--- config.mk ---
export PLATFORM = sky130hd
export DESIGN_NAME = data_mem_arbiter
export DESIGN_NICKNAME = d
export VERILOG_FILES = /design/src/rtl/mem_arb_pkg.sv /design/src/rtl/arb_pick.sv /design/src/rtl/data_mem_arbiter.sv
export SDC_FILE = /design/constraint.sdc
export NUM_CORES = 1
export LEC_CHECK = 0
export BUFFER_PORTS_ARGS = -buffer_cell sky130_fd_sc_hd__clkbuf_2
export CAP_MARGIN = 25
export CORE_MARGIN = 3
export CORE_UTILIZATION = 40
export DETAILED_ROUTE_END_ITERATION = 8
export PLACE_DENSITY = 0.74
export REMOVE_ABC_BUFFERS = 1
export SYNTH_ARGS = -nofsm -noshare
export SYNTH_HDL_FRONTEND = slang
export SYNTH_SLANG_ARGS = --single-unit
--- constraint.sdc ---
create_clock -name clk -period 3.8 [get_ports clk]
set_input_delay 0.19 -clock clk [delete_from_list [all_inputs] [get_ports clk]]
set_output_delay 0.19 -clock clk [all_outputs]
set_load 0.005 [all_outputs]
--- src/rtl/mem_arb_pkg.sv ---
// Shared types for the data-memory arbiter: FSM states, owner IDs, latency bounds.
package mem_arb_pkg;

  localparam int unsigned LAT_MAX = 15;
  localparam int unsigned CNT_W   = $clog2(LAT_MAX + 1);

  typedef enum logic [1:0] {
    ST_IDLE = 2'd0,
    ST_BUSY = 2'd1,
    ST_RESP = 2'd2
  } state_e;

  typedef enum logic {
    OWN_CPU = 1'b0,
    OWN_DBG = 1'b1
  } owner_e;

endpackage

--- src/rtl/arb_pick.sv ---
// Two-way requester picker. Fixed DBG-over-CPU priority by default; ARB_RR_EN
// adds a round-robin pointer that names the winner of the next tie.
module arb_pick
  import mem_arb_pkg::*;
(
`ifdef ARB_RR_EN
  input  logic   clk,
  input  logic   reset,
  input  logic   take,
`endif
  input  logic   cpu_req,
  input  logic   dbg_req,
  output owner_e gnt_own_c,
  output logic   gnt_valid_c
);

  assign gnt_valid_c = cpu_req | dbg_req;

`ifdef ARB_RR_EN
  owner_e ptr_q, ptr_d;

  // Lone requester wins; ties go to the pointer, which then names the loser.
  always_comb begin
    gnt_own_c = dbg_req ? OWN_DBG : OWN_CPU;
    if (cpu_req && dbg_req) begin
      gnt_own_c = ptr_q;
    end
    ptr_d = ptr_q;
    if (take) begin
      ptr_d = (gnt_own_c == OWN_DBG) ? OWN_CPU : OWN_DBG;
    end
  end

  always_ff @(posedge clk or negedge reset) begin
    if (!reset) begin
      ptr_q <= OWN_DBG;
    end else begin
      ptr_q <= ptr_d;
    end
  end
`else
  always_comb begin
    gnt_own_c = dbg_req ? OWN_DBG : OWN_CPU;
  end
`endif

endmodule

--- src/rtl/data_mem_arbiter.sv ---
// Single-port data memory arbiter between the CPU datapath and a debug/loader port.
// Each access runs LAT memory cycles then a one-cycle ack; ARB_RR_EN selects round-robin.
module data_mem_arbiter
  import mem_arb_pkg::*;
#(
  parameter int unsigned DATA_W = 16,
  parameter int unsigned ADDR_W = 16,
  parameter int unsigned LAT    = 2
) (
  input  logic              clk,
  input  logic              reset,
  input  logic              cpu_req,
  input  logic              cpu_we,
  input  logic [ADDR_W-1:0] cpu_addr,
  input  logic [DATA_W-1:0] cpu_wdata,
  output logic              cpu_ack,
  output logic [DATA_W-1:0] cpu_rdata,
  output logic              cpu_stall,
  input  logic              dbg_req,
  input  logic              dbg_we,
  input  logic [ADDR_W-1:0] dbg_addr,
  input  logic [DATA_W-1:0] dbg_wdata,
  output logic              dbg_ack,
  output logic [DATA_W-1:0] dbg_rdata,
  output logic              mem_en,
  output logic              mem_we,
  output logic [ADDR_W-1:0] mem_addr,
  output logic [DATA_W-1:0] mem_wdata,
  input  logic [DATA_W-1:0] mem_rdata,
  output logic              busy
);

  state_e            state_q, state_d;
  logic [CNT_W-1:0]  cnt_q, cnt_d;
  owner_e            own_q, own_d;
  logic              we_q, we_d;
  logic [ADDR_W-1:0] addr_q, addr_d;
  logic [DATA_W-1:0] wdata_q, wdata_d;
  logic [DATA_W-1:0] rdata_q, rdata_d;
  logic              mem_en_q, mem_en_d;
  logic              mem_we_q, mem_we_d;
  logic              busy_q, busy_d;
  logic              cpu_ack_q, cpu_ack_d;
  logic              dbg_ack_q, dbg_ack_d;

  owner_e            gnt_own_c;
  logic              gnt_valid_c;
  logic              sel_we_c;
  logic [ADDR_W-1:0] sel_addr_c;
  logic [DATA_W-1:0] sel_wdata_c;

`ifdef ARB_RR_EN
  logic take_c;
  assign take_c = (state_q == ST_IDLE) & gnt_valid_c;
`endif

  arb_pick u_pick (
`ifdef ARB_RR_EN
    .clk         (clk),
    .reset       (reset),
    .take        (take_c),
`endif
    .cpu_req     (cpu_req),
    .dbg_req     (dbg_req),
    .gnt_own_c   (gnt_own_c),
    .gnt_valid_c (gnt_valid_c)
  );

  assign sel_we_c    = (gnt_own_c == OWN_DBG) ? dbg_we    : cpu_we;
  assign sel_addr_c  = (gnt_own_c == OWN_DBG) ? dbg_addr  : cpu_addr;
  assign sel_wdata_c = (gnt_own_c == OWN_DBG) ? dbg_wdata : cpu_wdata;

  // Next-state and registered-output logic; the memory strobes lead the state by one edge.
  always_comb begin
    state_d   = state_q;
    cnt_d     = cnt_q;
    own_d     = own_q;
    we_d      = we_q;
    addr_d    = addr_q;
    wdata_d   = wdata_q;
    rdata_d   = rdata_q;
    mem_en_d  = 1'b0;
    mem_we_d  = 1'b0;
    cpu_ack_d = 1'b0;
    dbg_ack_d = 1'b0;
    unique case (state_q)
      ST_IDLE: begin
        if (gnt_valid_c) begin
          own_d    = gnt_own_c;
          we_d     = sel_we_c;
          addr_d   = {sel_addr_c[ADDR_W-1:1], 1'b0};
          wdata_d  = sel_wdata_c;
          cnt_d    = CNT_W'(LAT - 1);
          state_d  = ST_BUSY;
          mem_en_d = 1'b1;
          mem_we_d = sel_we_c;
        end
      end
      ST_BUSY: begin
        if (cnt_q == '0) begin
          if (!we_q) begin
            rdata_d = mem_rdata;
          end
          state_d   = ST_RESP;
          cpu_ack_d = (own_q == OWN_CPU);
          dbg_ack_d = (own_q == OWN_DBG);
        end else begin
          cnt_d    = cnt_q - CNT_W'(1);
          mem_en_d = 1'b1;
          mem_we_d = we_q;
        end
      end
      ST_RESP: begin
        state_d = ST_IDLE;
      end
      default: begin
        state_d = ST_IDLE;
      end
    endcase
    busy_d = (state_d != ST_IDLE);
  end

  always_ff @(posedge clk or negedge reset) begin
    if (!reset) begin
      state_q   <= ST_IDLE;
      cnt_q     <= '0;
      own_q     <= OWN_CPU;
      we_q      <= 1'b0;
      addr_q    <= '0;
      wdata_q   <= '0;
      rdata_q   <= '0;
      mem_en_q  <= 1'b0;
      mem_we_q  <= 1'b0;
      busy_q    <= 1'b0;
      cpu_ack_q <= 1'b0;
      dbg_ack_q <= 1'b0;
    end else begin
      state_q   <= state_d;
      cnt_q     <= cnt_d;
      own_q     <= own_d;
      we_q      <= we_d;
      addr_q    <= addr_d;
      wdata_q   <= wdata_d;
      rdata_q   <= rdata_d;
      mem_en_q  <= mem_en_d;
      mem_we_q  <= mem_we_d;
      busy_q    <= busy_d;
      cpu_ack_q <= cpu_ack_d;
      dbg_ack_q <= dbg_ack_d;
    end
  end

  assign cpu_ack   = cpu_ack_q;
  assign dbg_ack   = dbg_ack_q;
  assign cpu_rdata = rdata_q;
  assign dbg_rdata = rdata_q;
  assign cpu_stall = cpu_req & ~cpu_ack_q;
  assign mem_en    = mem_en_q;
  assign mem_we    = mem_we_q;
  assign mem_addr  = addr_q;
  assign mem_wdata = wdata_q;
  assign busy      = busy_q;

endmodule

Yosys cells after proc, flatten, opt, wreduce, memory -nomap -nowiden
Index checks and enable logic that the tools add are counted. W data, S select, Z words.

Logic and storage cells: 48. Register bits: 60. Output and inout bits: 70. Input bits: 86.

Bitwise gates (word level): 5. Add/sub/neg operators: 1. Muxes and demuxes: 20. Eq/ne operators: 3. Reduce and logical (&&, ||, !) cells: 7.

Operators by type and width (number): $mux W16 (2); $mux W1 (10); $mux W4 (2); $pmux W4 S2 (1); $reduce_and A3 Y1 (2); $logic_not A4 Y1 (1); $mux W2 (2); $ne A2 B2 Y1 const B (2); $pmux W1 S2 (2); $pmux W2 S2 (1); $reduce_bool A2 Y1 (2); $sub A4 B1 Y4 const B (1); $not A1 Y1 (3); $eq A2 B1 Y1 const B (1); $logic_not A2 Y1 (1); $reduce_and A2 Y1 (1); $and A1 B1 Y1 (1); $or A1 B1 Y1 (1).

Longest topological paths before layout
Depth after elaboration: 4. Depth in mapped cells: 7. Mapped depth without buffers: 5.

Hierarchy
A second synthesis with hierarchy kept.

Cells, all modules: 244. Area total of the unflattened synthesis: 2810.2 um^2.

Modules (own cells, without submodules): data_mem_arbiter (cells an instance 242, instances 1, area an instance 2796.4 um^2, seq. area each 1501.4 um^2); arb_pick (cells an instance 2, instances 1, area an instance 13.8 um^2, seq. area each 0.0 um^2).

Least setup slack after synthesis
OpenSTA, ideal clock, no wires.

Path kind: reg2reg. Start point: register cnt_q[0]. End point: register rdata_q[10], in the netlist cpu_rdata[10]. Stages on the path, launching flop included: 8. Arrival: 1.861 ns. Period minus slack after synthesis: 1.985 ns. Path slack: 1.815 ns. Path buffers: 2. Setup time: 0.125 ns. Cells stage by stage: dfrtp_1 inv_1 ha_1 or3b_1 buf_2 nor3_4 buf_6 mux2_2.

Cells in the longest elaborated chain, start to end: 2.

Ends and longest elaborated chain: start: declaration (RTL line data_mem_arbiter.sv:34) `logic [CNT_W-1:0] cnt_q, cnt_d;`; start signal: assignment (RTL line data_mem_arbiter.sv:139) `cnt_q <= cnt_d;`; $logic_not A4 Y1 (RTL line data_mem_arbiter.sv:100) `if (cnt_q == '0) begin`; $reduce_and A3 Y1 (no line); end signal: assignment (RTL line data_mem_arbiter.sv:144) `rdata_q <= rdata_d;`; end: declaration (RTL line data_mem_arbiter.sv:39) `logic [DATA_W-1:0] rdata_q, rdata_d;`.

Every way passes these cells. A chain may end at the register's enable or synchronous reset.

Worst setup path in the final report
Start point: register cnt_q[0]. End point: register rdata_q[5], in the netlist cpu_rdata[5].

The elaborated chain is that of the path after synthesis.

==> flow_summary.json <==
{
  "register_area_um2": 1501,
  "dp_slack_ps": 1508,
  "cts_repair_resize_count": 0,
  "clkSinkCount": 60,
  "grt_antenna_before_repair": 0,
  "arrival_ps": 2470,
  "drc": 0,
  "fin_nets": 465,
  "vias": 2303,
  "clockBufferDepth": 2,
  "worst_setup_path_end_kind": "flop",
  "grt_max_degree": 35,
  "maxSlewHeadroom": 0.5403,
  "finalSetupViolCount": 0,
  "io_buffers": 152,
  "postCtsSetupBuffers": 0,
  "critPathKind": "flop to flop",
  "total_power_w": 0.002903,
  "cts_tree": "built",
  "required_ps": 4010,
  "post-route-period-util": 0.5956,
  "clk_latency_ps": 320,
  "syn_area_um2": 2776,
  "grt.overflow.total": 0,
  "grt_pass1_wl_um": 10300,
  "rows": 29,
  "final_hold_viol_count": 0,
  "drtIter0Drc": 50,
  "max_freq_mhz": 441.8,
  "ys_ff_latch": 60,
  "multi_input_comb_area_um2": 1059,
  "io-pin-count": 156,
  "p_leak_nw": 1.943,
  "die-height_um": 89.31,
  "routed_wl_um": 6607,
  "dpl.hpwl_um": 5021,
  "powerDensity_nw_per_um2": 780.1,
  "cts_buffers": 9,
  "clock_skew_ps": 7.859,
  "first_pass_iters": 4,
  "final_max_slew_viol_count": 0,
  "gp_congestion": 0.7633,
  "yosysSeqAreaShare": 0.5408,
  "postSynthCellCount": 243,
  "htree_num_levels": 3,
  "antenna_left": 0,
  "yosys.cell_types.count": 29,
  "cp_max_fo": 16,
  "vias_per_cell": 5.017,
  "peakVddDrop_uv": 285.8,
  "start_util": 0.4251,
  "hp-class": "input port to flop",
  "crit_path_start_kind": "flop",
  "routedWlPerCell_um": 14.39,
  "cts.root.buffer_cell": "clkbuf_8",
  "fin_crit_ps": 2263,
  "tightest_slew_ps": 687.3,
  "design.core.area_um2": 6531,
  "die_w_um": 89.31,
  "yosys_warnings": 0,
  "cts_hold_buf": 1,
  "syn_avg_cell_area_um2": 11.43,
  "maxCapViolations": 0,
  "finalWorstSetupSlack_ps": 1537,
  "final.setup.tns_ps": 0,
  "dieArea_um2": 7976,
  "antenna_cells": 0,
  "drive_gt1_frac": 0.5105,
  "n_fill_cell": 599,
  "outcome": "finished, final reports clean",
  "grt_pass1_vias": 2217,
  "area_growth_pct": 34.02,
  "path_clk_slew_ps": 70,
  "rsz0062_at_grt": "no",
  "grtUsageTotal": 0.1705
}
-- final timing paths --
path | end | slack (ps) | startpoint | cells after the start
worst max-delay path | cpu_rdata[5]$_DFFE_PN0P_ | 1540 | cnt_q[0]$_DFFE_PN0P_ | 5
worst min-delay path | cpu_rdata[1]$_DFFE_PN0P_ | 100 | mem_rdata[1] | 2
worst max register to register | cpu_rdata[5]$_DFFE_PN0P_ | 1540 | cnt_q[0]$_DFFE_PN0P_ | 5
worst min register to register | cpu_ack$_DFF_PN0_ | 480 | own_q$_DFFE_PN0P_ | 1
max in group asynchronous | mem_wdata[2]$_DFFE_PN0P_ | 2490 | reset | 3
min in group asynchronous | mem_wdata[3]$_DFFE_PN0P_ | 440 | reset | 2
-- routing by layer --
layer | GRT usage | wire length, um
met5 | 0 | 0
met4 | 0.06901 | 66
met3 | 0.03871 | 571
met2 | 0.2974 | 3250
met1 | 0.2025 | 2718
-- synthesized netlist by cell type --
library cell  instances  area share
o21ai_0              66        0.12
dfrtp_1              60        0.54
mux2i_1              32        0.12
mux2_2               19       0.077
buf_4                17       0.046
clkbuf_1             11       0.015
buf_2                 4      0.0072
nor3_1                4      0.0072
inv_1                 3      0.0041
nor2b_1               3      0.0068
buf_1                 2      0.0027
ha_1                  2      0.0090
nand2_1               2      0.0027
nor2_1                2      0.0027
o22ai_1               2      0.0045
a21boi_0              1      0.0027
a31o_2                1      0.0032
a32o_1                1      0.0036
and3_1                1      0.0023
buf_6                 1      0.0041
conb_1                1      0.0014
nand2b_1              1      0.0023
nand3_1               1      0.0018
nor3_4                1      0.0059
nor3b_1               1      0.0027
or2_0                 1      0.0023
or2_1                 1      0.0023
or3b_1                1      0.0032
or4_1                 1      0.0027
-- cell usage in the layout, fill, tap and decap left out, drive strengths merged --
cell and n:
dlygate4sd3 1, or4 1, a21boi 1, o21ai 66, or2 2, nand2 2, conb 1, mux2 19
nor2b 3, nor3b 1, or3b 1, nor3 5, bufinv 2, clkinvlp 3, dfrtp 60, and3 1
clkbuf 162, clkinv 1, buf 5, a32o 1, nor2 2, o22ai 2, nand3 1, a31o 1
nand2b 1, ha 2, mux2i 32, inv 3
-- registers in the layout (all words and copies together) (netlist names) --
name / count
cpu_rdata: 16
mem_wdata: 16
mem_addr: 15
cnt_q: 4
state_q: 2
busy: 1
cpu_ack: 1
dbg_ack: 1
mem_en: 1
mem_we: 1
own_q: 1
we_q: 1
-- per-stage QoR --
step | cells | utilization | cell area, um2 | hold WS, ps
finish | 459 | 0.5697 | 3721 | 97.94
global route | 459 | 0.5697 | 3721 | 77.57
CTS | 459 | 0.5697 | 3721 | 82.55
detailed placement | 442 | 0.5337 | 3486 | 275.0
global placement | 441 | 0.5295 | 3458 | 266.8
floorplan | 208 | - | 2569 | -105.6
-- worst max-delay path: stages, from the launching register on --
cell and delay [ps]:
dfrtp_1 390, inv_1 110, ha_1 200, or3b_1 470
nor3_4 570, mux2_2 420
-- logic make-up (layout without fill, tap and decap cells) --
logic type      count (synthesis)  count (layout)  share of synthesized area
other cells                     1               1                   0.001351
fa+ha+maj                       2               2                   0.009012
mux                            51              51                     0.1924
buf+inv                        38             177                    0.07886
simple gates                   20              20                    0.04463
compound gates                 71              71                     0.1329
flops                          60              60                     0.5408
-- layout make-up --
| class | instances | share of cell area |
|---|---|---|
| Multi-Input combinational cell | 145 | 0.2845 |
| Tap cell | 77 | 0.02589 |
| Inverter | 3 | 0.003026 |
| Timing Repair Buffer | 158 | 0.2226 |
| Sequential cell | 60 | 0.4035 |
| Clock inverter | 6 | 0.02354 |
| Clock buffer | 10 | 0.03699 |
-- power by group --
group	leakage, nW	switching [W]	internal (W)
sequential	0.734	0.000183	0.000952
combinational	1.10	0.000563	0.000576
clock	0.105	0.000243	0.000386
total	1.94	0.000989	0.00191
(Power assumes the default switching activity.)
